**config.mk**
```make
export PLATFORM = sky130hd
export DESIGN_NAME = axis_width_down
export DESIGN_NICKNAME = d
export VERILOG_FILES = /design/src/rtl/axis_width_down.sv
export SDC_FILE = /design/constraint.sdc
export NUM_CORES = 1
export LEC_CHECK = 0
export ABC_AREA = 1
export CORE_MARGIN = 2
export CORE_UTILIZATION = 45
export CTS_CLUSTER_SIZE = 30
export DETAILED_ROUTE_END_ITERATION = 8
export HOLD_SLACK_MARGIN = 0.08
export PLACE_DENSITY = 0.8
export REMOVE_ABC_BUFFERS = 1
export SYNTH_ARGS = -nofsm -noshare
export SYNTH_HDL_FRONTEND = slang
export SYNTH_SLANG_ARGS = --single-unit
```
**constraint.sdc**
```tcl
create_clock -name clk -period 2.7 [get_ports clk]
set_clock_uncertainty 0.05 [all_clocks]
set_input_delay 0.675 -clock clk [delete_from_list [all_inputs] [get_ports clk]]
set_output_delay 0.675 -clock clk [all_outputs]
set_load 0.03 [all_outputs]
```
**src/rtl/axis_width_down.sv**
```systemverilog
// axis_width_down
//   Splits each wide AXI-Stream input beat into R = C_S_DATA_WIDTH/C_M_DATA_WIDTH narrow
//   output beats, least-significant lane first. On packet-final input beats, trailing
//   subwords whose strobes are all zero are dropped, so the packet ends early.
//   Sustains one output beat per cycle: the next input is taken on the same edge that
//   retires the final subword of the current one.
//
// Ports
//   clk, resetn           clock (rising edge), synchronous active-low reset
//   s_axis_t*             wide input stream (tvalid/tready/tdata/tstrb/tlast)
//   m_axis_t*             narrow output stream (tvalid/tready/tdata/tstrb/tlast)

module axis_width_down #(
  parameter int unsigned C_S_DATA_WIDTH = 64,
  parameter int unsigned C_M_DATA_WIDTH = 32
) (
  input  logic                          clk,
  input  logic                          resetn,
  input  logic                          s_axis_tvalid,
  output logic                          s_axis_tready,
  input  logic [C_S_DATA_WIDTH-1:0]     s_axis_tdata,
  input  logic [C_S_DATA_WIDTH/8-1:0]   s_axis_tstrb,
  input  logic                          s_axis_tlast,
  output logic                          m_axis_tvalid,
  input  logic                          m_axis_tready,
  output logic [C_M_DATA_WIDTH-1:0]     m_axis_tdata,
  output logic [C_M_DATA_WIDTH/8-1:0]   m_axis_tstrb,
  output logic                          m_axis_tlast
);

  localparam int unsigned Ratio  = C_S_DATA_WIDTH / C_M_DATA_WIDTH;
  localparam int unsigned IdxW   = (Ratio > 1) ? $clog2(Ratio) : 1;
  localparam int unsigned SStrbW = C_S_DATA_WIDTH / 8;
  localparam int unsigned MStrbW = C_M_DATA_WIDTH / 8;
  localparam logic [IdxW-1:0] LastIdx = IdxW'(Ratio - 1);

  logic [C_S_DATA_WIDTH-1:0] hold_data_q, hold_data_d;
  logic [SStrbW-1:0]         hold_strb_q, hold_strb_d;
  logic                      hold_last_q, hold_last_d;
  logic                      hold_valid_q, hold_valid_d;
  logic [IdxW-1:0]           sub_idx_q, sub_idx_d;
  logic [IdxW-1:0]           fin_idx_q, fin_idx_d;

  logic            final_sub;
  logic            accept;
  logic [IdxW-1:0] cap_fin_idx;

  assign final_sub     = (sub_idx_q == fin_idx_q);
  assign s_axis_tready = resetn && (!hold_valid_q || (m_axis_tready && final_sub));
  assign accept        = s_axis_tvalid && s_axis_tready;

  assign m_axis_tvalid = hold_valid_q;
  assign m_axis_tdata  = hold_data_q[int'(sub_idx_q) * C_M_DATA_WIDTH +: C_M_DATA_WIDTH];
  assign m_axis_tstrb  = hold_strb_q[int'(sub_idx_q) * MStrbW +: MStrbW];
  assign m_axis_tlast  = hold_valid_q && hold_last_q && final_sub;

  // Last subword to emit for the beat being captured: all of them for non-final beats,
  // otherwise the highest lane carrying any strobe (lane 0 if none do).
  always_comb begin
    cap_fin_idx = LastIdx;
    if (s_axis_tlast) begin
      cap_fin_idx = '0;
      for (int unsigned k = 0; k < Ratio; k++) begin
        if (s_axis_tstrb[k*MStrbW +: MStrbW] != '0) begin
          cap_fin_idx = IdxW'(k);
        end
      end
    end
  end

  always_comb begin
    hold_data_d  = hold_data_q;
    hold_strb_d  = hold_strb_q;
    hold_last_d  = hold_last_q;
    hold_valid_d = hold_valid_q;
    sub_idx_d    = sub_idx_q;
    fin_idx_d    = fin_idx_q;
    if (accept) begin
      // An accept while full implies the final subword is retiring on this edge.
      hold_data_d  = s_axis_tdata;
      hold_strb_d  = s_axis_tstrb;
      hold_last_d  = s_axis_tlast;
      hold_valid_d = 1'b1;
      sub_idx_d    = '0;
      fin_idx_d    = cap_fin_idx;
    end else if (hold_valid_q && m_axis_tready) begin
      if (final_sub) begin
        hold_valid_d = 1'b0;
        sub_idx_d    = '0;
      end else begin
        sub_idx_d = sub_idx_q + 1'b1;
      end
    end
  end

  always_ff @(posedge clk) begin
    if (!resetn) begin
      hold_data_q  <= '0;
      hold_strb_q  <= '0;
      hold_last_q  <= 1'b0;
      hold_valid_q <= 1'b0;
      sub_idx_q    <= '0;
      fin_idx_q    <= LastIdx;
    end else begin
      hold_data_q  <= hold_data_d;
      hold_strb_q  <= hold_strb_d;
      hold_last_q  <= hold_last_d;
      hold_valid_q <= hold_valid_d;
      sub_idx_q    <= sub_idx_d;
      fin_idx_q    <= fin_idx_d;
    end
  end

endmodule
```
==> results.json, run 1 <==
{
  "yosys.area.top_type_share": 0.4730,
  "hold_viol_final": 0,
  "detail_route.first_pass.iterations": 4,
  "cp_data_required_time_ns": 1.98,
  "top_level_ports": 116,
  "largest_family_of_logic_cells_by_synthesized_area": "simple AND/OR/NAND/NOR gates",
  "die_w_um": 88.55,
  "grt_antenna_before_repair": 0,
  "p_per_area_nw_per_um2": 602.7,
  "maxCapViolCount": 0,
  "timing.critical_path.from_type": "register",
  "cts_buffers": 9,
  "postSynthCellCount": 463,
  "worst_r2r_startpoint": "sub_idx_q$_SDFFE_PP0P_",
  "routabilityCongestion": 0.8343,
  "criticalPathCategory": "reg -> out",
  "hold_slack_ns": 0.4150,
  "worst_slack_ns": 0.1311,
  "path_clk_slew_ns": 0.08,
  "drt_wl_total_um": 8683,
  "max_freq_mhz": 389.3,
  "share_of_the_clock_period_used_by_the_worst_path_after_layout": 0.9514,
  "dpl_worst_slack_ns": 0.3318,
  "detailedPlacementHpwl_um": 5683,
  "worst_slew_margin_rel": 0.5320,
  "syn_area_per_cell_um2": 6.948,
  "area_growth_syn_to_layout_pct": 43.68,
  "core-area_um2": 6869,
  "h-tree-depth": 3,
  "p_leak_nw": 2.186,
  "antenna_cells": 0,
  "first_pass_grt_wire_length_um": 13940,
  "synth-edff-count": 0,
  "gr-total-overflow": 0,
  "worst_slew_pin_slew_ns": 0.7020,
  "cts_hold_repair.buffers": 0,
  "postSynth.asyncResetShare": 0,
  "finalMaxSlewViolations": 0,
  "yosys.cell_count.top_type": "sky130_fd_sc_hd__nand2_1",
  "placement_rows": 30,
  "tmin_final_ns": 2.569,
  "ys.warnings.count": 0,
  "synth_seq_cells": 76,
  "clock_tree.buffer_depth": 2,
  "tritoncts": "built",
  "grtUsageMet3": 0.04198,
  "ctsRootBufferMaster": "sky130_fd_sc_hd__clkbuf_8",
  "run_status": "finished, final reports clean",
  "num-fill-cells": 611,
  "insertion_delay_ns": 0.34,
  "remaining_design_rule_violation_count": 0,
  "crit_start": "sub_idx_q$_SDFFE_PP0P_",
  "drive_above_1_share": 0.06195,
  "globalRouteMet1Util": 0.2509,
  "dieArea_um2": 7841,
  "synth_top_flop_cell": "sky130_fd_sc_hd__dfxtp_1",
  "post-layout-total-power_mw": 2.785,
  "crit_path_max_fanout": 27,
  "xor_and_xnor_fraction_of_the_mapped_netlist_area": 0,
  "layout.nets": 638,
  "synth-seq-area-share": 0.4730,
  "grt_busiest_layer": "met2",
  "cts_num_sinks": 76,
  "post_synth_instance_area_um2": 3217,
  "initial_core_util": 0.4683,
  "synth.area.top_cells": "sky130_fd_sc_hd__dfxtp_1 (47%), sky130_fd_sc_hd__nand3_1 (23%), sky130_fd_sc_hd__nand2_1 (22%)",
  "grt_usage": 0.2260,
  "finalSetupViolCount": 0,
  "drt-wirelength-per-cell_um": 13.14,
  "timing.hold.worst.class": "reg -> reg",
  "detail-route-antenna-nets": 0,
  "rsz0062_at_grt": "no",
  "via_per_inst": 5.133,
  "cts_setup_buffers": 0,
  "muxShareOfSynthArea": 0,
  "yosys.area_share.adder": 0.003890,
  "grt_util_met2": 0.4224,
  "max_rail_drop_vdd_mv": 0.3703,
  "fp.dieH_um": 88.55,
  "cp-end-kind": "output port",
  "worst_hold_startpoint": "hold_data_q[45]$_SDFFE_PN0P_",
  "via_count": 3393,
  "ys_types": 16,
  "pin_count_of_the_biggest_net_entering_global_routing": 74,
  "synthTopCellsByCount": "sky130_fd_sc_hd__nand2_1 (187), sky130_fd_sc_hd__nand3_1 (148), sky130_fd_sc_hd__dfxtp_1 (76)",
  "synth_compound_area_frac": 0.007390,
  "simple_gate_area_share_of_the_yosys_netlist": 0.4559,
  "numPortBuffers": 115,
  "drt_iter0_markers": 130,
  "cp.arrival_ns": 1.84,
  "setup_total_negative_slack_ns": 0,
  "synth_top_area_cell": "sky130_fd_sc_hd__dfxtp_1",
  "vias_in_the_first_global_route": 3276
}
layout make-up:
class                      count  area (µm²)  area share
clock buffer                  10       137.6     0.02978
clock inverter                 6       87.58     0.01895
inverter                       2       7.507    0.001624
multi-input combinational    345        1515      0.3278
sequential                    76        1521      0.3292
tap                           96       120.1     0.02599
timing repair buffer         126        1232      0.2666
metrics by stage:
step / instance area, µm² / util / instances
floorplan: 3032 / - / 423
global placement: 4393 / 0.6395 / 645
detailed placement: 4393 / 0.6395 / 645
CTS: 4618 / 0.6723 / 661
global route: 4622 / 0.6729 / 661
finish: 4622 / 0.6729 / 661
power breakdown:
part / internal [mW] / switching (mW) / leakage (nW)
clock network: 0.546 / 0.418 / 0.116
logic: 0.258 / 0.310 / 1.44
registers: 1.21 / 0.0451 / 0.627
flip-flops by register name (all words and copies together) (netlist names):
signal and count:
hold_last_q 1, m_axis_tvalid 1, hold_data_q 64, sub_idx_q 1, fin_idx_q 1, hold_strb_q 8
layout by cell type (no fill, tap or decap):
master / netlist / routed
sky130_fd_sc_hd__buf_4: 5 / 12
sky130_fd_sc_hd__o21ai_0: 1 / 1
sky130_fd_sc_hd__nand2_1: 187 / 187
sky130_fd_sc_hd__buf_2: 13 / 2
sky130_fd_sc_hd__buf_6: 0 / 1
sky130_fd_sc_hd__clkinv_4: 0 / 2
sky130_fd_sc_hd__buf_12: 0 / 1
sky130_fd_sc_hd__nand4_1: 1 / 1
sky130_fd_sc_hd__ha_1: 1 / 1
sky130_fd_sc_hd__inv_2: 1 / 1
sky130_fd_sc_hd__clkinv_2: 0 / 2
sky130_fd_sc_hd__clkdlybuf4s50_1: 0 / 110
sky130_fd_sc_hd__dfxtp_1: 76 / 76
sky130_fd_sc_hd__nand3_2: 0 / 1
sky130_fd_sc_hd__nand3_1: 148 / 147
sky130_fd_sc_hd__clkbuf_8: 0 / 10
sky130_fd_sc_hd__a21oi_4: 0 / 1
sky130_fd_sc_hd__nor2_1: 3 / 3
sky130_fd_sc_hd__and3_1: 1 / 1
sky130_fd_sc_hd__inv_1: 1 / 1
sky130_fd_sc_hd__bufinv_16: 0 / 2
sky130_fd_sc_hd__a21oi_1: 2 / 2
layer usage:
metal | share of wire | wire [µm]
met5 | 0 | 0
met4 | 0.016 | 138
met3 | 0.058 | 506
met2 | 0.51 | 4417
met1 | 0.42 | 3621
timing repair:
action                                  CTS  global route
endpoints found under the setup margin    0             5
hold endpoints to repair                  0             0
resized for setup                         0             1
path summary, 6_finish.rpt:
kind | to | slack (ns) | cells past startpoint
hold / removal | hold_data_q[45]$_SDFFE_PN0P_ | 0.42 | 2
setup / recovery | m_axis_tstrb[1] | 0.13 | 5
hold reg to reg | hold_data_q[45]$_SDFFE_PN0P_ | 0.42 | 2
setup reg to reg | hold_data_q[2]$_SDFFE_PN0P_ | 0.47 | 8
cells by family (layout without fill, tap and decap cells):
group / after synthesis / after routing
simple gates: 340 / 340
flops: 76 / 76
buf+inv: 42 / 144
compound gates: 4 / 4
fa+ha+maj: 1 / 1
worst max-delay path, cell delays in order, from the launching register on:
cell                              delay [ns]
sky130_fd_sc_hd__dfxtp_1                0.32
sky130_fd_sc_hd__inv_1                  0.08
sky130_fd_sc_hd__buf_6                  0.24
sky130_fd_sc_hd__nand2_1                0.09
sky130_fd_sc_hd__nand2_1                0.09
sky130_fd_sc_hd__clkdlybuf4s50_1        0.67
No activity file was read; power rests on OpenSTA's default activity.
==> inputs of run 2 (changes only) <==
CORE_ASPECT_RATIO = 2   (was not set)
==> run 2 against run 1 <==
Highest routed layer unchanged; flip-flop and latch count stayed put; via count rose by 0.53%; die area up 0.52%; final cell count down 1.2%; wire length is 5.8% higher.
==> results.json, run 2 (synthesized netlist as in run 1, its figures left out) <==
{
  "regMostFlops": "hold_data_q",
  "maxCapViolCount": 0,
  "finalSetupViolCount": 0,
  "path_clk_slew_ns": 0.05,
  "worst_slack_ns": 0.1419,
  "layout.nets": 637,
  "drt-wirelength-per-cell_um": 14.07,
  "insertion_delay_ns": 0.32,
  "p_leak_nw": 2.211,
  "drt_wl_total_um": 9189,
  "top_level_ports": 116,
  "criticalPathCategory": "reg -> out",
  "drt_iter0_markers": 286,
  "area_growth_syn_to_layout_pct": 45.74,
  "tmin_final_ns": 2.558,
  "placement_rows": 43,
  "worst_r2r_startpoint": "sub_idx_q$_SDFFE_PP0P_",
  "remaining_design_rule_violation_count": 0,
  "h-tree-depth": 3,
  "worst_slew_pin_slew_ns": 0.7319,
  "max_freq_mhz": 390.9,
  "dpl_worst_slack_ns": 0.2961,
  "worst-r2r-setup-slack_ns": 0.44,
  "timing.critical_path.from_type": "register",
  "regToRegEndpoint": "hold_data_q[47]$_SDFFE_PN0P_",
  "die_w_um": 63.79,
  "crit_path_max_fanout": 18,
  "core-area_um2": 6940,
  "cts_buffers": 9,
  "cts_num_sinks": 76,
  "path_common_cell": "sky130_fd_sc_hd__nand2_1",
  "numPortBuffers": 115,
  "cp-end-kind": "output port",
  "max_rail_drop_vdd_mv": 0.4440,
  "via_per_inst": 5.224,
  "vias_in_the_first_global_route": 3179,
  "finalMaxSlewViolations": 0,
  "detail_route.first_pass.iterations": 4,
  "via_count": 3411,
  "detailedPlacementHpwl_um": 6112,
  "fp.dieH_um": 123.6,
  "crit_start": "sub_idx_q$_SDFFE_PP0P_",
  "dp_cells": 638,
  "drive_above_1_share": 0.05329,
  "cts_setup_buffers": 0,
  "num-fill-cells": 605,
  "hold_viol_final": 0,
  "share_of_the_clock_period_used_by_the_worst_path_after_layout": 0.9474,
  "ctsRootBufferMaster": "sky130_fd_sc_hd__clkbuf_16",
  "dieArea_um2": 7882,
  "leading_cell_type_in_the_layout_fill_and_taps_excluded": "sky130_fd_sc_hd__nand2_1",
  "first_pass_grt_wire_length_um": 14480,
  "antenna_cells": 0,
  "mostFrequentLayoutCells": "sky130_fd_sc_hd__nand2_1 (187), sky130_fd_sc_hd__nand3_1 (147), sky130_fd_sc_hd__clkdlybuf4s50_1 (111), sky130_fd_sc_hd__dfxtp_1 (76), sky130_fd_sc_hd__buf_4 (10)",
  "timing.hold.worst.class": "reg -> reg",
  "p_per_area_nw_per_um2": 646.1,
  "post-layout-total-power_mw": 3.029,
  "largest_register_ffs": 64,
  "hold_slack_ns": 0.4132,
  "worstSetupEndpoint": "m_axis_tdata[21]",
  "fin_cells": 653,
  "worst_slew_margin_rel": 0.5120,
  "critical-path-max-stage-delay_ns": 0.68,
  "cp_cell_sequence": "inv_1, buf_4, nand2_1, nand2_1, clkdlybuf4s50_1",
  "cp_data_required_time_ns": 1.98,
  "cp.arrival_ns": 1.83,
  "r2r.worst_path.cells": 8,
  "detail-route-antenna-nets": 0,
  "grt_usage": 0.2335,
  "gr-total-overflow": 0,
  "initial_core_util": 0.4635,
  "largestRegisters": "hold_data_q (64), hold_strb_q (8)",
  "run_status": "finished, final reports clean",
  "rsz0062_at_grt": "no",
  "pin_count_of_the_biggest_net_entering_global_routing": 75,
  "grt_antenna_before_repair": 0,
  "tritoncts": "built",
  "critical_path.slowest_cell": "sky130_fd_sc_hd__clkdlybuf4s50_1",
  "clock_tree.buffer_depth": 2,
  "setup_total_negative_slack_ns": 0,
  "routabilityCongestion": 0.8210
}
[run 2: final cells by class]
cell class	count	area [µm²]	share of cell area
timing repair buffer	125	1227	0.2618
tap	90	112.6	0.02402
sequential	76	1521	0.3245
inverter	2	7.507	0.001601
multi-input combinational	345	1515	0.3232
clock buffer	14	274.0	0.05845
clock inverter	1	30.03	0.006405
[run 2: report_power, final]
part           internal (mW)  leakage (nW)  total, mW  switching [mW]
logic                  0.257          1.44      0.573           0.316
clock network          0.786         0.149       1.20           0.412
registers               1.21         0.627       1.26          0.0453
[run 2: timing repair]
action / 4_1_cts / 5_1_grt
resized for setup: 0 / 1
hold buffers: 0 / 0
setup endpoints to repair: 0 / 1
[run 2: worst max-delay path, delay by kind of cell, from the launching register on]
family	cells	cell delay [ns]
DFF	1	0.33
buffers and inverters	3	1.00
and+or+nand+nor	2	0.18
[run 2: layer usage]
metal,track usage,part of all wire,up-vias
li1,-,-,1708
met2,0.4225,0.55,92
met4,0.1236,0.028,0
met5,0,0,-
met3,0.03162,0.030,17
met1,0.2611,0.39,1594
[run 2: per-stage QoR]
stage	utilization	area, µm²
CTS	0.6750	4684
detailed placement	0.6312	4380
global placement	0.6312	4380
finish	0.6755	4688
floorplan	-	3032
global route	0.6755	4688
[run 2: worst min path at each step]
stage,from,to,slack [ns],cells after the start
after global placement,hold_last_q$_SDFFE_PN0P_,hold_last_q$_SDFFE_PN0P_,0.40,2
final,hold_data_q[63]$_SDFFE_PN0P_,hold_data_q[63]$_SDFFE_PN0P_,0.41,2
after floorplan,hold_last_q$_SDFFE_PN0P_,hold_last_q$_SDFFE_PN0P_,0.38,2
after global routing,hold_data_q[37]$_SDFFE_PN0P_,hold_data_q[37]$_SDFFE_PN0P_,0.43,2
after detailed placement,hold_data_q[19]$_SDFFE_PN0P_,hold_data_q[19]$_SDFFE_PN0P_,0.41,2
after CTS,hold_data_q[19]$_SDFFE_PN0P_,hold_data_q[19]$_SDFFE_PN0P_,0.41,2
